===== config.mk =====
export PLATFORM = sky130hd
export DESIGN_NAME = calc1_req_issuer
export DESIGN_NICKNAME = d
export VERILOG_FILES = /design/src/rtl/calc1_req_issuer.sv
export SDC_FILE = /design/constraint.sdc
export NUM_CORES = 1
export LEC_CHECK = 0
export ABC_AREA = 1
export BUFFER_PORTS_ARGS = -buffer_cell sky130_fd_sc_hd__buf_2
export CORE_MARGIN = 3
export CORE_UTILIZATION = 62
export CTS_CLUSTER_SIZE = 16
export DETAILED_ROUTE_END_ITERATION = 10
export GPL_TIMING_DRIVEN = 0
export PLACE_DENSITY = 0.84
export SLEW_MARGIN = 15
export SYNTH_ARGS = -nofsm -noshare
export SYNTH_HDL_FRONTEND = slang
export SYNTH_SLANG_ARGS = --single-unit

===== constraint.sdc =====
create_clock -name c_clk -period 6.7 [get_ports c_clk]
set_input_delay 0.335 -clock c_clk [delete_from_list [all_inputs] [get_ports c_clk]]
set_output_delay 0.335 -clock c_clk [all_outputs]
set_load 0.005 [all_outputs]

===== src/rtl/calc1_req_issuer.sv =====
// Purpose: upstream request stage for one calc1 port; buffers host requests and replays them as cmd+op1 / 0+op2, then returns the response.
// Latency: a push at edge N onto an empty FIFO drives ISSUE1 after edge N+1; the result is valid after the edge that samples a nonzero calc1 response.
// Backpressure: req_ready depends only on FIFO occupancy. A held result stalls further issue until it is accepted with rsp_ready.
//
// Ports: host request (req_*, valid/ready), calc1 request/response pair (calc_*), result (rsp_*, valid/ready), busy.
// Optional macro CALC1_TIMEOUT_EN: WAIT ends with rsp_code=3 after TIMEOUT_CYCLES cycles without a response.
// Only one calc1 operation is outstanding at a time; every calc-side and result-side output comes straight from a register.
module calc1_req_issuer #(
    parameter int FIFO_DEPTH     = 4,
    parameter int TIMEOUT_CYCLES = 64
) (
    input  logic        c_clk,
    input  logic        reset,
    input  logic        req_valid,
    output logic        req_ready,
    input  logic [0:3]  req_cmd,
    input  logic [0:31] req_op1,
    input  logic [0:31] req_op2,
    output logic [0:3]  calc_cmd_out,
    output logic [0:31] calc_data_out,
    input  logic [0:1]  calc_resp_in,
    input  logic [0:31] calc_data_in,
    output logic        rsp_valid,
    input  logic        rsp_ready,
    output logic [0:1]  rsp_code,
    output logic [0:31] rsp_data,
    output logic [0:3]  rsp_cmd,
    output logic        busy
);

    localparam int AW = $clog2(FIFO_DEPTH);
    localparam logic [AW:0] FULL_CNT = (AW + 1)'(FIFO_DEPTH);

    // The pointers wrap by natural overflow, so the depth must be a power of two.
    if (FIFO_DEPTH < 2 || (FIFO_DEPTH & (FIFO_DEPTH - 1)) != 0 || TIMEOUT_CYCLES < 1) begin : g_bad_cfg
        $error("calc1_req_issuer: FIFO_DEPTH must be a power of 2 >= 2 and TIMEOUT_CYCLES >= 1");
    end

    typedef struct packed {
        logic [3:0]  cmd;
        logic [31:0] op1;
        logic [31:0] op2;
    } req_t;

    typedef enum logic [2:0] {
        S_IDLE,
        S_ISSUE1,
        S_ISSUE2,
        S_WAIT,
        S_HOLD
    } state_t;

    // ---------------- request FIFO ----------------
    req_t          fifo_mem_q [FIFO_DEPTH];
    logic [AW-1:0] wr_ptr_q, rd_ptr_q;
    logic [AW:0]   count_q, count_d;
    logic          push, pop;
    req_t          req_in, head;

    assign req_ready = (count_q != FULL_CNT);
    assign push      = req_valid && req_ready;
    assign req_in    = '{cmd: req_cmd, op1: req_op1, op2: req_op2};
    assign head      = fifo_mem_q[rd_ptr_q];

    // Storage needs no reset: an entry is only read after it has been written.
    always_ff @(posedge c_clk) begin
        if (push) begin
            fifo_mem_q[wr_ptr_q] <= req_in;
        end
    end

    always_comb begin
        count_d = count_q;
        case ({push, pop})
            2'b10:   count_d = count_q + 1'b1;
            2'b01:   count_d = count_q - 1'b1;
            default: count_d = count_q;
        endcase
    end

    // ---------------- issue FSM ----------------
    state_t      state_q, state_d;
    logic [3:0]  calc_cmd_q, calc_cmd_d;
    logic [31:0] calc_data_q, calc_data_d;
    logic [3:0]  cur_cmd_q, cur_cmd_d;
    logic [31:0] op2_q, op2_d;
    logic        rsp_valid_q, rsp_valid_d;
    logic [1:0]  rsp_code_q, rsp_code_d;
    logic [31:0] rsp_data_q, rsp_data_d;
    logic [3:0]  rsp_cmd_q, rsp_cmd_d;

`ifdef CALC1_TIMEOUT_EN
    localparam int TW = $clog2(TIMEOUT_CYCLES + 1);
    localparam logic [TW-1:0] TMO_LAST = TW'(TIMEOUT_CYCLES - 1);
    logic [TW-1:0] tmo_q, tmo_d;
`endif

    always_comb begin
        state_d     = state_q;
        pop         = 1'b0;
        // The calc1 bus idles at zero; only the two issue cycles drive it.
        calc_cmd_d  = '0;
        calc_data_d = '0;
        cur_cmd_d   = cur_cmd_q;
        op2_d       = op2_q;
        rsp_valid_d = rsp_valid_q;
        rsp_code_d  = rsp_code_q;
        rsp_data_d  = rsp_data_q;
        rsp_cmd_d   = rsp_cmd_q;
`ifdef CALC1_TIMEOUT_EN
        tmo_d       = '0;
`endif
        case (state_q)
            S_IDLE: begin
                if (count_q != '0) begin
                    pop       = 1'b1;
                    cur_cmd_d = head.cmd;
                    op2_d     = head.op2;
                    if (head.cmd == 4'd0) begin
                        // cmd 0 cannot be told apart from an idle calc1 cycle, so answer locally.
                        state_d     = S_HOLD;
                        rsp_valid_d = 1'b1;
                        rsp_code_d  = 2'd2;
                        rsp_data_d  = '0;
                        rsp_cmd_d   = 4'd0;
                    end else begin
                        state_d     = S_ISSUE1;
                        calc_cmd_d  = head.cmd;
                        calc_data_d = head.op1;
                    end
                end
            end
            S_ISSUE1: begin
                state_d     = S_ISSUE2;
                calc_data_d = op2_q;
            end
            S_ISSUE2: begin
                state_d = S_WAIT;
            end
            S_WAIT: begin
                if (calc_resp_in != 2'd0) begin
                    state_d     = S_HOLD;
                    rsp_valid_d = 1'b1;
                    rsp_code_d  = calc_resp_in;
                    rsp_data_d  = calc_data_in;
                    rsp_cmd_d   = cur_cmd_q;
                end
`ifdef CALC1_TIMEOUT_EN
                else if (tmo_q == TMO_LAST) begin
                    state_d     = S_HOLD;
                    rsp_valid_d = 1'b1;
                    rsp_code_d  = 2'd3;
                    rsp_data_d  = '0;
                    rsp_cmd_d   = cur_cmd_q;
                end else begin
                    tmo_d = tmo_q + 1'b1;
                end
`endif
            end
            S_HOLD: begin
                if (rsp_ready) begin
                    state_d     = S_IDLE;
                    rsp_valid_d = 1'b0;
                end
            end
            default: state_d = S_IDLE;
        endcase
    end

    always_ff @(posedge c_clk or negedge reset) begin
        if (!reset) begin
            state_q     <= S_IDLE;
            wr_ptr_q    <= '0;
            rd_ptr_q    <= '0;
            count_q     <= '0;
            calc_cmd_q  <= '0;
            calc_data_q <= '0;
            cur_cmd_q   <= '0;
            op2_q       <= '0;
            rsp_valid_q <= 1'b0;
            rsp_code_q  <= '0;
            rsp_data_q  <= '0;
            rsp_cmd_q   <= '0;
`ifdef CALC1_TIMEOUT_EN
            tmo_q       <= '0;
`endif
        end else begin
            state_q     <= state_d;
            wr_ptr_q    <= push ? wr_ptr_q + 1'b1 : wr_ptr_q;
            rd_ptr_q    <= pop ? rd_ptr_q + 1'b1 : rd_ptr_q;
            count_q     <= count_d;
            calc_cmd_q  <= calc_cmd_d;
            calc_data_q <= calc_data_d;
            cur_cmd_q   <= cur_cmd_d;
            op2_q       <= op2_d;
            rsp_valid_q <= rsp_valid_d;
            rsp_code_q  <= rsp_code_d;
            rsp_data_q  <= rsp_data_d;
            rsp_cmd_q   <= rsp_cmd_d;
`ifdef CALC1_TIMEOUT_EN
            tmo_q       <= tmo_d;
`endif
        end
    end

    assign calc_cmd_out  = calc_cmd_q;
    assign calc_data_out = calc_data_q;
    assign rsp_valid     = rsp_valid_q;
    assign rsp_code      = rsp_code_q;
    assign rsp_data      = rsp_data_q;
    assign rsp_cmd       = rsp_cmd_q;
    assign busy          = (state_q != S_IDLE) || (count_q != '0);

endmodule


==> summary.txt <==
Floorplanning
  – Chip Width: ~160 um
  – Io pins: 183
  – CORE AREA: 0.0231 mm2
  – Die area: 0.0258 mm2
  – Starting Density: 64.3%
  – Die height: 161 um
  – Num rows: 55

Worst setup path
  – Critical path cell sequence: inv_1 -> nand2_1 -> nor2_2 -> inv_1 -> nor2_4 -> buf_4 -> buf_2 -> ha_1 -> inv_1 -> fa_1 -> a21oi_1 -> o21ai_0 -> xnor2_1
  – CP max stage cell: fa_1
  – Critical R2R Launch: state_q[1]$_DFFE_PN0P_
  – Worst Path Class, Setup: reg -> reg
  – Crit path max-delay family: buffers and inverters
  – Max FO, Critical Path: 10
  – Worst path arrival time: ~3.3 ns
  – Crit path from: state_q[1]$_DFFE_PN0P_
  – Worst path max stage delay: 0.39 ns
  – Crit end category: flip-flop
  – CP startpoint kind: flip-flop
  – Worst path bufs/invs: 5
  – Worst reg2reg setup slack: 3.82 ns
  – Crit path top cell by count: inv_1
  – CP Data Required Time: 7.10 ns

Logic synthesis
  – Combinational family with the most area after synthesis: simple AND/OR/NAND/NOR gates
  – Syn Inst Count: 1173
  – Syn Nets: 1285
  – Post-synthesis sequential area ratio: 75.5%
  – Synth Area in Compound Gates: 9.65%
  – Simple-Gate Fraction of Synth Area: 10.4%
  – Synth Area in Adders: 0.557%
  – Proportion of synthesized area in mux cells: 0%
  – Ys Warns: 0
  – Mapped Avg Cell Area: between 10 and 15 um2
  – Synth cell types: 28
  – Post-synthesis register bit count: 393
  – Xor-xnor portion of the synthesized cell area: 0.236%
  – Synthesized area: 0.0148 mm2

Place
  – Count of buffers from port buffering: 182
  – Gpl congestion: a little under 0.9
  – Dpl hpwl: approximately 24000 um
  – Post-Place Cells: 1679

STA
  – Final setup TNS: 0 ns
  – Final hold vios: 0
  – Highest Clock Rate: 0.347 GHz
  – WHS: around 0.016 ns
  – Final Slew Violations: 0
  – Setup Viol. Count Final: 0
  – Worst Tran Pin Value: 0.836 ns
  – Relative slew slack: 44.2%
  – RSZ-0062 raised after global routing: false
  – Tmin final: 2.88 ns
  – Final period utilization: 43.0%
  – Worst clock skew: 0.0164 ns

Job
  – Number of max-cap violations: 0

Routing
  – Avg WL per Cell: 21.2 um
  – Drt pass-1 iters: 5
  – # DRC: 0
  – DRT antenna net count: 0
  – Initial DRC count: 1170
  – Vias per inst: 5.98
  – Total Wirelength: about 37000 um
  – Total number of vias: approximately 10000

Power and ir drop
  – P per Cell Area: 479 mW/mm2
  – Worst vdd ir: 0.385 mV
  – Leak Pwr: around 7.2 nW

Global route
  – Vias in the first global route: 10300
  – Largest net degree at the start of global routing: 66
  – Overflow after GRT: 0
  – Initial antenna violation count: 4
  – First-pass GRT wire length: 57100 um
  – Gr usage total: 28.7%

CTS
  – Sink Count: ~400
  – H-tree Lvls: 2
  – Total CTS buffers: 38
  – CTS max path bufs: 3
  – CTS Root Cell: clkbuf_16
  – Worst skew pair latency: 0.53 ns
  – CTS tree: built
  – Clk pin slew, worst setup/hold paths: 0.06 ns

Min path
  – HP Class: in -> reg
  – Hold_sp: req_op2[19]

Finish
  – Nets: about 1500
  – Share of post-route cells with drive strength above 1: roughly a fifth
  – Fin cells: 1752
  – Area Overhead vs Synth: 19.6%

Outcome
  – Status: completed
==> layout by cell type (no fill, tap or decap), types with 7 or more instances in the layout <==
master	instances
buf_2	199
clkbuf_1	54
clkbuf_16	42
clkbuf_8	7
dfrtp_1	121
edfxtp_1	272
inv_1	51
nand2_1	145
nand3_1	79
nor2_1	139
o21ai_0	184
o21ai_1	14
o22ai_1	64
==> worst paths after layout <==
check | to | cells past startpoint
setup / recovery | count_q[2]$_DFFE_PN0P_ | 13
hold / removal | fifo_mem_q[2][12]$_DFFE_PP_ | 1
setup reg to reg | count_q[2]$_DFFE_PN0P_ | 13
hold reg to reg | rsp_cmd[0]$_DFFE_PN0P_ | 2
max in group asynchronous | calc_data_out[4]$_DFF_PN0_ | 3
min in group asynchronous | rsp_data[31]$_DFFE_PN0P_ | 2
==> per-layer routing <==
layer | wire length (um) | track usage, % | share of wire, %
met1 | 13400 | 37.8 | 36
met2 | 18500 | 48.3 | 50
met3 | 3950 | 5.29 | 11
met4 | 1290 | 10.8 | 3.5
met5 | 36 | 0 | 0.097
==> flip-flops by register name (all words and copies together), names as in the netlist, 3 cells and up <==
register       cells
rsp_cmd            4
state_q            3
fifo_mem_q       272
rsp_data          32
calc_data_out     32
cur_cmd_q          4
count_q            3
op2_q             32
calc_cmd_out       4
==> timing repair <==
item,in CTS,in global routing
endpoints found under the hold margin,64,0
hold buffers,1,0
resized for setup,0,0
setup buffers,0,0
==> power by group <==
group	switching, mW	leakage [nW]	total, mW	internal (mW)
registers	0.204	4.05	3.47	3.27
logic	1.97	2.47	2.85	0.884
clock network	0.870	0.639	2.17	1.30
==> worst reg2reg max path, cell delays in order, from the launching register on <==
cell,delay [ns]
dfrtp_1,0.38
inv_1,0.13
nand2_1,0.10
nor2_2,0.14
inv_1,0.10
nor2_4,0.33
buf_4,0.26
buf_2,0.26
ha_1,0.19
inv_1,0.07
fa_1,0.39
a21oi_1,0.15
o21ai_0,0.12
xnor2_1,0.14
==> cell families after synthesis <==
logic type      count (synthesis)
flops                         393
simple gates                  376
compound gates                269
buf+inv                       125
fa+ha+maj                       6
xor+xnor                        4
==> area by class of cell <==
type / instances / area (um2)
fill: 1306 / 5320
antenna: 2 / 5.00
clock inverter: 11 / 104
sequential: 393 / 11200
clock buffer: 59 / 1180
buffer: 72 / 334
tap: 313 / 392
multi-input combinational: 655 / 3130
timing repair buffer: 194 / 1190
inverter: 53 / 199
==> stage by stage <==
step,cell area (um2),setup slack [ns],total power [mW],utilization (%)
2_1_floorplan,14800,2.61,5.16,-
3_3_place_gp,16100,0.437,6.11,70.0
3_5_place_dp,16400,3.89,6.28,71.3
4_1_cts,17700,3.88,8.46,76.9
5_1_grt,17700,3.65,8.93,76.9
6_report,17700,3.82,8.49,76.9
==> synth_stat cells (all sizes together) <==
master  instances  share of area (%)
a21oi           6               0.20
xor2            2               0.12
fa              1               0.14
dfrtp         121                 20
edfxtp        272                 55
clkbuf         44                1.1
o22ai          64                2.7
ha              5               0.42
nand3          81                2.8
xnor2           2               0.12
nor3            2               0.10
nor2          145                3.7
nand4           2              0.084
inv            53                1.3
o21ai         199                6.7
nand2         146                3.7
buf            28                1.1
(Power assumes the default switching activity.)
